File: src/rtl/bank_cmd_scheduler_if.sv
// Request and command bundle shared by the requesters, the bank command
// scheduler and the downstream per-bank timing FSM.
interface bank_cmd_scheduler_if #(
   parameter int NREQ = 4,
   parameter int ROWW = 16
);
   localparam int IDW = $clog2(NREQ);

   logic [NREQ-1:0]      req_valid;
   logic [NREQ-1:0]      req_we;
   logic [NREQ*ROWW-1:0] req_row;
   logic [NREQ-1:0]      req_ready;
   logic                 cmd_act;
   logic                 cmd_rd;
   logic                 cmd_wr;
   logic                 cmd_pr;
   logic                 cmd_ref;
   logic [ROWW-1:0]      cmd_row;
   logic                 done_valid;
   logic [IDW-1:0]       done_id;
   logic                 row_open;
   logic                 busy;

   // Requester side: raises requests, observes grants and bank commands.
   modport master (
      output req_valid, req_we, req_row,
      input  req_ready, cmd_act, cmd_rd, cmd_wr, cmd_pr, cmd_ref, cmd_row,
             done_valid, done_id, row_open, busy
   );

   // Scheduler side.
   modport slave (
      input  req_valid, req_we, req_row,
      output req_ready, cmd_act, cmd_rd, cmd_wr, cmd_pr, cmd_ref, cmd_row,
             done_valid, done_id, row_open, busy
   );
endinterface

File: src/rtl/bank_cmd_scheduler.sv
// Single-bank command scheduler: round-robin arbitration over NREQ requesters,
// open-page policy with one tracked row, timed ACT/RD/WR/PR/REF pulses and
// periodic refresh insertion.
//
// state      | meaning
// -----------+-----------------------------------------------------------
// S_IDLE     | bank precharged; issue REF, a deferred ACT, or grant + ACT
// S_ACT_WAIT | ACT issued, waiting TRCD before the row may be accessed
// S_OPEN     | row open; issue latched RD/WR, PR for refresh, or grant
// S_PRE_WAIT | PR issued, waiting TRP before returning to IDLE
// S_REF_WAIT | REF issued, waiting TRFC before returning to IDLE
// S_CAS_WAIT | RD/WR issued, waiting TCL; completion pulse on exit
module bank_cmd_scheduler #(
   parameter int NREQ  = 4,
   parameter int ROWW  = 16,
   parameter int TRCD  = 22,
   parameter int TRP   = 20,
   parameter int TCL   = 14,
   parameter int TRFC  = 243,
   parameter int TREFI = 7800
) (
   input  logic                clk,
   input  logic                rst,
   bank_cmd_scheduler_if.slave bus
);
   localparam int IDW    = $clog2(NREQ);
   localparam int TMAX_A = (TRCD > TRP) ? TRCD : TRP;
   localparam int TMAX_B = (TCL > TRFC) ? TCL : TRFC;
   localparam int TMAX   = (TMAX_A > TMAX_B) ? TMAX_A : TMAX_B;
   localparam int WAITW  = $clog2(TMAX);
   localparam int REFW   = $clog2(TREFI);

   localparam logic [WAITW-1:0] LD_TRCD  = WAITW'(TRCD - 1);
   localparam logic [WAITW-1:0] LD_TRP   = WAITW'(TRP - 1);
   localparam logic [WAITW-1:0] LD_TCL   = WAITW'(TCL - 1);
   localparam logic [WAITW-1:0] LD_TRFC  = WAITW'(TRFC - 1);
   localparam logic [REFW-1:0]  LD_TREFI = REFW'(TREFI - 1);

   typedef enum logic [2:0] {
      S_IDLE, S_ACT_WAIT, S_OPEN, S_PRE_WAIT, S_REF_WAIT, S_CAS_WAIT
   } state_t;

   state_t           state_q, state_d;
   logic [WAITW-1:0] wait_q, wait_d;
   logic [REFW-1:0]  ref_cnt_q, ref_cnt_d;
   logic             ref_pend_q, ref_pend_d;
   logic             txn_q, txn_d;
   logic [IDW-1:0]   id_q, id_d;
   logic             we_q, we_d;
   logic [ROWW-1:0]  row_q, row_d;
   logic [IDW-1:0]   rr_q, rr_d;
   logic             row_open_q, row_open_d;
   logic [ROWW-1:0]  open_row_q, open_row_d;
   logic             done_q, done_d;
   logic [IDW-1:0]   done_id_q, done_id_d;

   logic             gnt_found;
   logic [IDW-1:0]   gnt_idx;
   logic [ROWW-1:0]  gnt_row;
   logic             gnt_we;
   logic             ref_clr;
   logic             wait_exit;

   logic [NREQ-1:0]  ready_c;
   logic             act_c, rd_c, wr_c, pr_c, ref_c;
   logic [ROWW-1:0]  row_c;

   assign wait_exit = (wait_q == WAITW'(1));

   // Round-robin pick: first valid requester at or after rr_q.
   always_comb begin
      int cand;
      cand      = 0;
      gnt_found = 1'b0;
      gnt_idx   = '0;
      gnt_row   = '0;
      gnt_we    = 1'b0;
      for (int k = 0; k < NREQ; k++) begin
         cand = int'(rr_q) + k;
         if (cand >= NREQ) cand = cand - NREQ;
         if (!gnt_found && bus.req_valid[IDW'(cand)]) begin
            gnt_found = 1'b1;
            gnt_idx   = IDW'(cand);
         end
      end
      for (int k = 0; k < NREQ; k++) begin
         if (IDW'(k) == gnt_idx) begin
            gnt_row = bus.req_row[k*ROWW +: ROWW];
            gnt_we  = bus.req_we[k];
         end
      end
   end

   // Refresh interval timer; a new expiry wins over a same-cycle REF clear.
   always_comb begin
      ref_cnt_d  = ref_cnt_q - 1'b1;
      ref_pend_d = ref_pend_q;
      if (ref_clr) ref_pend_d = 1'b0;
      if (ref_cnt_q == '0) begin
         ref_cnt_d  = LD_TREFI;
         ref_pend_d = 1'b1;
      end
   end

   // Next-state and command decode.
   always_comb begin
      state_d    = state_q;
      wait_d     = (wait_q != '0) ? wait_q - 1'b1 : '0;
      txn_d      = txn_q;
      id_d       = id_q;
      we_d       = we_q;
      row_d      = row_q;
      rr_d       = rr_q;
      row_open_d = row_open_q;
      open_row_d = open_row_q;
      done_d     = 1'b0;
      done_id_d  = '0;
      ref_clr    = 1'b0;
      ready_c    = '0;
      act_c      = 1'b0;
      rd_c       = 1'b0;
      wr_c       = 1'b0;
      pr_c       = 1'b0;
      ref_c      = 1'b0;
      row_c      = '0;

      case (state_q)
         S_IDLE: begin
            if (ref_pend_q) begin
               ref_c   = 1'b1;
               ref_clr = 1'b1;
               wait_d  = LD_TRFC;
               state_d = S_REF_WAIT;
            end else if (txn_q) begin
               act_c   = 1'b1;
               row_c   = row_q;
               wait_d  = LD_TRCD;
               state_d = S_ACT_WAIT;
            end else if (gnt_found) begin
               for (int k = 0; k < NREQ; k++)
                  if (IDW'(k) == gnt_idx) ready_c[k] = 1'b1;
               id_d    = gnt_idx;
               we_d    = gnt_we;
               row_d   = gnt_row;
               rr_d    = (int'(gnt_idx) == NREQ - 1) ? '0 : gnt_idx + 1'b1;
               txn_d   = 1'b1;
               act_c   = 1'b1;
               row_c   = gnt_row;
               wait_d  = LD_TRCD;
               state_d = S_ACT_WAIT;
            end
         end
         S_ACT_WAIT: begin
            if (wait_exit) begin
               row_open_d = 1'b1;
               open_row_d = row_q;
               state_d    = S_OPEN;
            end
         end
         S_OPEN: begin
            if (txn_q) begin
               rd_c    = ~we_q;
               wr_c    = we_q;
               wait_d  = LD_TCL;
               state_d = S_CAS_WAIT;
            end else if (ref_pend_q) begin
               pr_c       = 1'b1;
               row_open_d = 1'b0;
               wait_d     = LD_TRP;
               state_d    = S_PRE_WAIT;
            end else if (gnt_found) begin
               for (int k = 0; k < NREQ; k++)
                  if (IDW'(k) == gnt_idx) ready_c[k] = 1'b1;
               id_d  = gnt_idx;
               we_d  = gnt_we;
               row_d = gnt_row;
               rr_d  = (int'(gnt_idx) == NREQ - 1) ? '0 : gnt_idx + 1'b1;
               txn_d = 1'b1;
               if (gnt_row == open_row_q) begin
                  rd_c    = ~gnt_we;
                  wr_c    = gnt_we;
                  wait_d  = LD_TCL;
                  state_d = S_CAS_WAIT;
               end else begin
                  // Miss: close the row now, the ACT is issued from IDLE.
                  pr_c       = 1'b1;
                  row_open_d = 1'b0;
                  wait_d     = LD_TRP;
                  state_d    = S_PRE_WAIT;
               end
            end
         end
         S_PRE_WAIT, S_REF_WAIT: begin
            if (wait_exit) state_d = S_IDLE;
         end
         S_CAS_WAIT: begin
            if (wait_exit) begin
               done_d    = 1'b1;
               done_id_d = id_q;
               txn_d     = 1'b0;
               state_d   = S_OPEN;
            end
         end
         default: state_d = S_IDLE;
      endcase
   end

   // State and datapath registers.
   always_ff @(posedge clk) begin
      if (rst) begin
         state_q    <= S_IDLE;
         wait_q     <= '0;
         ref_cnt_q  <= LD_TREFI;
         ref_pend_q <= 1'b0;
         txn_q      <= 1'b0;
         id_q       <= '0;
         we_q       <= 1'b0;
         row_q      <= '0;
         rr_q       <= '0;
         row_open_q <= 1'b0;
         open_row_q <= '0;
         done_q     <= 1'b0;
         done_id_q  <= '0;
      end else begin
         state_q    <= state_d;
         wait_q     <= wait_d;
         ref_cnt_q  <= ref_cnt_d;
         ref_pend_q <= ref_pend_d;
         txn_q      <= txn_d;
         id_q       <= id_d;
         we_q       <= we_d;
         row_q      <= row_d;
         rr_q       <= rr_d;
         row_open_q <= row_open_d;
         open_row_q <= open_row_d;
         done_q     <= done_d;
         done_id_q  <= done_id_d;
      end
   end

   // Command pulses are decoded from state; hold them quiet while in reset.
   assign bus.req_ready  = rst ? '0 : ready_c;
   assign bus.cmd_act    = act_c & ~rst;
   assign bus.cmd_rd     = rd_c & ~rst;
   assign bus.cmd_wr     = wr_c & ~rst;
   assign bus.cmd_pr     = pr_c & ~rst;
   assign bus.cmd_ref    = ref_c & ~rst;
   assign bus.cmd_row    = rst ? '0 : row_c;
   assign bus.done_valid = done_q;
   assign bus.done_id    = done_id_q;
   assign bus.row_open   = row_open_q;
   assign bus.busy       = (state_q != S_IDLE) | txn_q;
endmodule

File: src/flat_wrapper.sv
// flat-port wrapper written by rule: the top's interface ports become plain ports
module bank_cmd_scheduler_flat 
#(
   parameter int NREQ  = 4,
   parameter int ROWW  = 16,
   parameter int TRCD  = 22,
   parameter int TRP   = 20,
   parameter int TCL   = 14,
   parameter int TRFC  = 243,
   parameter int TREFI = 7800
)
  (clk, rst, bus_req_valid, bus_req_we, bus_req_row, bus_req_ready, bus_cmd_act, bus_cmd_rd, bus_cmd_wr, bus_cmd_pr, bus_cmd_ref, bus_cmd_row, bus_done_valid, bus_done_id, bus_row_open, bus_busy);
  bank_cmd_scheduler_if #(.NREQ(NREQ), .ROWW(ROWW)) bus_i ();
  input  logic clk;
  input  logic rst;
  input wire logic [$bits(bus_i.req_valid)-1:0] bus_req_valid;
  input wire logic [$bits(bus_i.req_we)-1:0] bus_req_we;
  input wire logic [$bits(bus_i.req_row)-1:0] bus_req_row;
  output wire logic [$bits(bus_i.req_ready)-1:0] bus_req_ready;
  output wire logic [$bits(bus_i.cmd_act)-1:0] bus_cmd_act;
  output wire logic [$bits(bus_i.cmd_rd)-1:0] bus_cmd_rd;
  output wire logic [$bits(bus_i.cmd_wr)-1:0] bus_cmd_wr;
  output wire logic [$bits(bus_i.cmd_pr)-1:0] bus_cmd_pr;
  output wire logic [$bits(bus_i.cmd_ref)-1:0] bus_cmd_ref;
  output wire logic [$bits(bus_i.cmd_row)-1:0] bus_cmd_row;
  output wire logic [$bits(bus_i.done_valid)-1:0] bus_done_valid;
  output wire logic [$bits(bus_i.done_id)-1:0] bus_done_id;
  output wire logic [$bits(bus_i.row_open)-1:0] bus_row_open;
  output wire logic [$bits(bus_i.busy)-1:0] bus_busy;
  assign bus_i.req_valid = bus_req_valid;
  assign bus_i.req_we = bus_req_we;
  assign bus_i.req_row = bus_req_row;
  assign bus_req_ready = bus_i.req_ready;
  assign bus_cmd_act = bus_i.cmd_act;
  assign bus_cmd_rd = bus_i.cmd_rd;
  assign bus_cmd_wr = bus_i.cmd_wr;
  assign bus_cmd_pr = bus_i.cmd_pr;
  assign bus_cmd_ref = bus_i.cmd_ref;
  assign bus_cmd_row = bus_i.cmd_row;
  assign bus_done_valid = bus_i.done_valid;
  assign bus_done_id = bus_i.done_id;
  assign bus_row_open = bus_i.row_open;
  assign bus_busy = bus_i.busy;
  bank_cmd_scheduler #(.NREQ(NREQ), .ROWW(ROWW), .TRCD(TRCD), .TRP(TRP), .TCL(TCL), .TRFC(TRFC), .TREFI(TREFI)) u_core (.clk(clk), .rst(rst), .bus(bus_i));
endmodule
File: config.mk
export PLATFORM = sky130hd
export DESIGN_NAME = bank_cmd_scheduler_flat
export DESIGN_NICKNAME = d
export VERILOG_FILES = /design/src/rtl/bank_cmd_scheduler_if.sv /design/src/rtl/bank_cmd_scheduler.sv /design/src/flat_wrapper.sv
export SDC_FILE = /design/constraint.sdc
export NUM_CORES = 1
export LEC_CHECK = 0
export ABC_AREA = 1
export BUFFER_PORTS_ARGS = -buffer_cell sky130_fd_sc_hd__buf_2
export CAP_MARGIN = 20
export CORE_MARGIN = 5
export CORE_UTILIZATION = 23
export CTS_CLUSTER_SIZE = 10
export DETAILED_ROUTE_END_ITERATION = 7
export PLACE_DENSITY = 0.45
export RECOVER_POWER = 50
export SETUP_SLACK_MARGIN = 0.2
export SLEW_MARGIN = 15
export SYNTH_ARGS = -nofsm -noshare
export SYNTH_HDL_FRONTEND = slang
export SYNTH_SLANG_ARGS = --single-unit
File: constraint.sdc
create_clock -name clk -period 3.6 [get_ports clk]
set_input_delay 0.18 -clock clk [delete_from_list [all_inputs] [get_ports clk]]
set_output_delay 0.18 -clock clk [all_outputs]
set_load 0.01 [all_outputs]
==> results_tabular.tex <==
\begin{tabular}{lr}
\hline
Metric & Value \\
\hline
\multicolumn{2}{l}{\textbf{Global routing}} \\
\quad Total track usage & 0.1399 \\
\quad Pin count of the biggest net entering global routing & 37 \\
\quad Grt ovf & 0 \\
\quad Initial antenna violation count & 0 \\
\quad GRT met2 Usage & 0.2327 \\
\quad Global routing met3 resource utilization & 0.02468 \\
\quad Number of global-route vias before repair & 4757 \\
\quad Met1 Usage GRT & 0.1831 \\
\quad Busiest layer in global routing & met2 \\
\quad Global-route wire length before repair & 24680 um \\
\multicolumn{2}{l}{\textbf{Yosys}} \\
\quad Ys Warns & 0 \\
\quad Synth top area share & 0.2970 \\
\quad Area of the mapped netlist & $\sim$4500 sq um \\
\quad EDFF count, synth & 0 \\
\quad Post-synthesis async set-or-reset flop share & 0 \\
\quad Flip-flop and latch count after synthesis & 67 \\
\quad Post-synthesis cell count & 735 \\
\quad Synth area leader & dfxtp\_1 \\
\quad Sequential-to-total area share from yosys stat & 0.2970 \\
\quad Leading cell types by count after synthesis & nand2\_1 (242), inv\_1 (77), nor2\_1 (69) \\
\quad Largest cells by area after synthesis & dfxtp\_1 (30\%), nand2\_1 (20\%), a21oi\_1 (7.3\%) \\
\quad Synth Net Count & 817 \\
\quad Count leader, synth & nand2\_1 \\
\quad Most used flip-flop cell after synthesis & dfxtp\_1 \\
\quad Synth unique cells & 44 \\
\quad Syn avg cell area & 6.144 sq um \\
\multicolumn{2}{l}{\textbf{Hold path}} \\
\quad Hold Path Class & primary input to register \\
\multicolumn{2}{l}{\textbf{Critical path}} \\
\quad Worst path max stage delay & 0.42 ns \\
\quad Slowest library cell on the worst path & dfxtp\_4 \\
\quad Setup crit end kind & output pin \\
\quad Data required time at the worst endpoint & 3.42 ns \\
\quad CP max FO & 8 \\
\quad CP Launch Type & register \\
\quad Worst path arrival time & approximately 3.6 ns \\
\quad Crit-path most repeated cell & nand2\_1 \\
\quad Start-to-end type of the worst setup path & register to output pin \\
\multicolumn{2}{l}{\textbf{Run status}} \\
\quad Run status & finished, violations left \\
\quad Violations in the final reports & negative setup slack \\
\multicolumn{2}{l}{\textbf{Placed design}} \\
\quad Number of buffers added on ports & 103 \\
\quad Half-perimeter wire length after detailed placement & 11430 um \\
\quad GPL Wtd Cong & 0.8259 \\
\multicolumn{2}{l}{\textbf{Floorplan}} \\
\quad Number of top-level pins & 104 \\
\quad Die Footprint & 22530 sq um \\
\quad Core region area & 19400 sq um \\
\quad Number of rows in the core area & 51 \\
\quad Die width & 150.1 um \\
\quad Vertical die dimension & 150.1 um \\
\quad Starting density of the core & 0.2328 \\
\multicolumn{2}{l}{\textbf{Timing}} \\
\quad Clock period minus final worst setup slack & 3.779 ns \\
\quad Slew Viols, Final & 0 \\
\quad Final setup slack of the worst path & -0.1791 ns \\
\quad Final-layout setup total negative slack & -0.4927 ns \\
\quad Final setup violation count & 3 \\
\quad Final number of hold-violating endpoints & 0 \\
\quad Worst-Margin Slew & 1.043 ns \\
\quad Worst slew margin relative to its limit & 0.3033 \\
\quad Setup repair after global routing missed its margin & yes \\
\quad Post-route fraction of the period consumed by the critical path & 1.050 \\
\quad Layout Skew & 0.005486 ns \\
\quad Max Fclk & between 0.2 and 0.3 GHz \\
\multicolumn{2}{l}{\textbf{Routing}} \\
\quad Post-detailed-route count of antenna-violating nets & 0 \\
\quad Post-detailed-route wirelength per cell & approximately 14 um \\
\quad Number of detailed-routing iterations run before antenna repair & 4 \\
\quad Total vias in the final route & 4986 \\
\quad Total length of routed wires & 15710 um \\
\quad Vias per Instance & approximately 4.3 \\
\quad DR DRC count & 0 \\
\quad Number of violations reported at the end of detailed-routing iteration 0 & $\sim$290 \\
\multicolumn{2}{l}{\textbf{CTS}} \\
\quad CTS buffer count & 9 \\
\quad Clock slew seen by the registers of the worst setup and hold paths & 0.05 ns \\
\quad Count of H-tree levels built during CTS & 3 \\
\quad Source-to-sink clock delay at the later pin of the worst-skew pair & 0.34 ns \\
\quad TritonCTS clock tree & built \\
\quad Largest buffer count on any clock path & 2 \\
\quad Cell at the root of the clock tree & clkbuf\_16 \\
\quad Clk sink count & 67 \\
\multicolumn{2}{l}{\textbf{Run}} \\
\quad Max-cap check violation count & 0 \\
\multicolumn{2}{l}{\textbf{Layout}} \\
\quad \# nets final & 966 \\
\quad Area growth from synthesis to final layout & 43.14\% \\
\quad Total area of sequential cells & 1346 sq um \\
\quad Final antenna diode count & 0 \\
\quad Share of final-layout standard cells stronger than drive strength 1 & 0.3453 \\
\quad Fill cell instance count of the final layout & 2202 \\
\quad Multi-input combinational cell area & 3023 sq um \\
\hline
\end{tabular}
repair_timing:
action / 4_1_cts / 5_1_grt
setup buffers: 13 / 7
endpoints found under the setup margin: 26 / 26
hold buffers: 0 / 0
cloned: 3 / 1
pin swaps: 22 / 32
gates resized for setup: 50 / 76
logic make-up after synthesis:
| family | count (synthesis) | synth area share |
|---|---|---|
| AOI/OAI and AO/OA | 130 | 0.1604 |
| and+or+nand+nor | 408 | 0.3921 |
| DFF | 67 | 0.2970 |
| xor gates and xnor gates | 7 | 0.01524 |
| buffers and inverters | 115 | 0.1130 |
| adders and majority gates | 8 | 0.02217 |
flip-flops by register name, indices dropped and copies added (netlist names), 2 cells and up:
| name | cells |
|---|---|
| u_core.rr_q | 2 |
| u_core.state_q | 3 |
| u_core.id_q | 2 |
| u_core.row_q | 16 |
| u_core.ref_cnt_q | 13 |
| u_core.open_row_q | 16 |
| u_core.bus.done_id | 2 |
| u_core.wait_q | 8 |
path summary, 6_finish.rpt:
check | from | slack [ns] | endpoint | cells past startpoint
setup / recovery | u_core.rr_q[0]$_SDFFE_PP0P_ | -0.18 | bus_cmd_wr | 28
hold / removal | bus_req_we[3] | 0.35 | u_core.we_q$_SDFFE_PP0P_ | 4
setup reg to reg | u_core.rr_q[0]$_SDFFE_PP0P_ | 0.16 | u_core.wait_q[4]$_SDFF_PP0_ | 31
hold reg to reg | u_core.ref_cnt_q[0]$_SDFF_PP1_ | 0.41 | u_core.ref_cnt_q[0]$_SDFF_PP1_ | 1
layout make-up:
class / count / area share
multi-input combinational: 553 / 0.4677
sequential: 67 / 0.2083
timing repair buffer: 165 / 0.1746
inverter: 87 / 0.05478
tap: 265 / 0.05130
clock buffer: 12 / 0.03813
clock inverter: 4 / 0.004065
timing repair inverter: 1 / 0.001161
layout by cell type, fill, tap and decap left out, drive strengths merged:
| cell | n |
|---|---|
| nor2 | 74 |
| dfxtp | 67 |
| xor2 | 3 |
| xnor2 | 4 |
| clkinv | 5 |
| o21a | 2 |
| o2111ai | 1 |
| nand3 | 41 |
| a311oi | 1 |
| or2 | 18 |
| ha | 8 |
| o21ai | 45 |
| and2 | 1 |
| clkinvlp | 2 |
| o31ai | 2 |
| clkbuf | 19 |
| a21oi | 76 |
| a211oi | 1 |
| nand2 | 247 |
| nand3b | 14 |
| or3b | 1 |
| nand4 | 2 |
| nor4 | 1 |
| buf | 158 |
| inv | 85 |
| o211ai | 2 |
| nor3 | 9 |
critical path, delay by kind of cell (launching register included):
family	cells	cell delay, ns
simple gates	18	1.60
buf+inv	6	0.64
compound gates	3	0.43
flops	1	0.42
fa+ha+maj	1	0.17
metal layers:
layer | part of all wire | routed length, um | vias up
met3 | 0.048 | 756 | 17
met1 | 0.46 | 7168 | 2244
met2 | 0.48 | 7518 | 100
li1 | - | - | 2625
met5 | 0 | 0 | -
met4 | 0.017 | 263 | 0
stage by stage:
step | setup WS [ns] | util | hold slack [ns] | cell area (sq um) | std cells
after floorplan | 0.3986 | - | 0.3794 | 4516 | 735
after global placement | -0.1983 | 0.2858 | 0.3928 | 5544 | 1114
after detailed placement | -0.2639 | 0.2858 | 0.3961 | 5544 | 1114
after CTS | -0.2157 | 0.3165 | 0.3400 | 6140 | 1146
after global routing | -0.4824 | 0.3332 | 0.3658 | 6464 | 1154
final | -0.1791 | 0.3332 | 0.3477 | 6464 | 1154
Power is not shown: default switching activity piles up to over one toggle a cycle in this logic, so the estimate is an artifact.
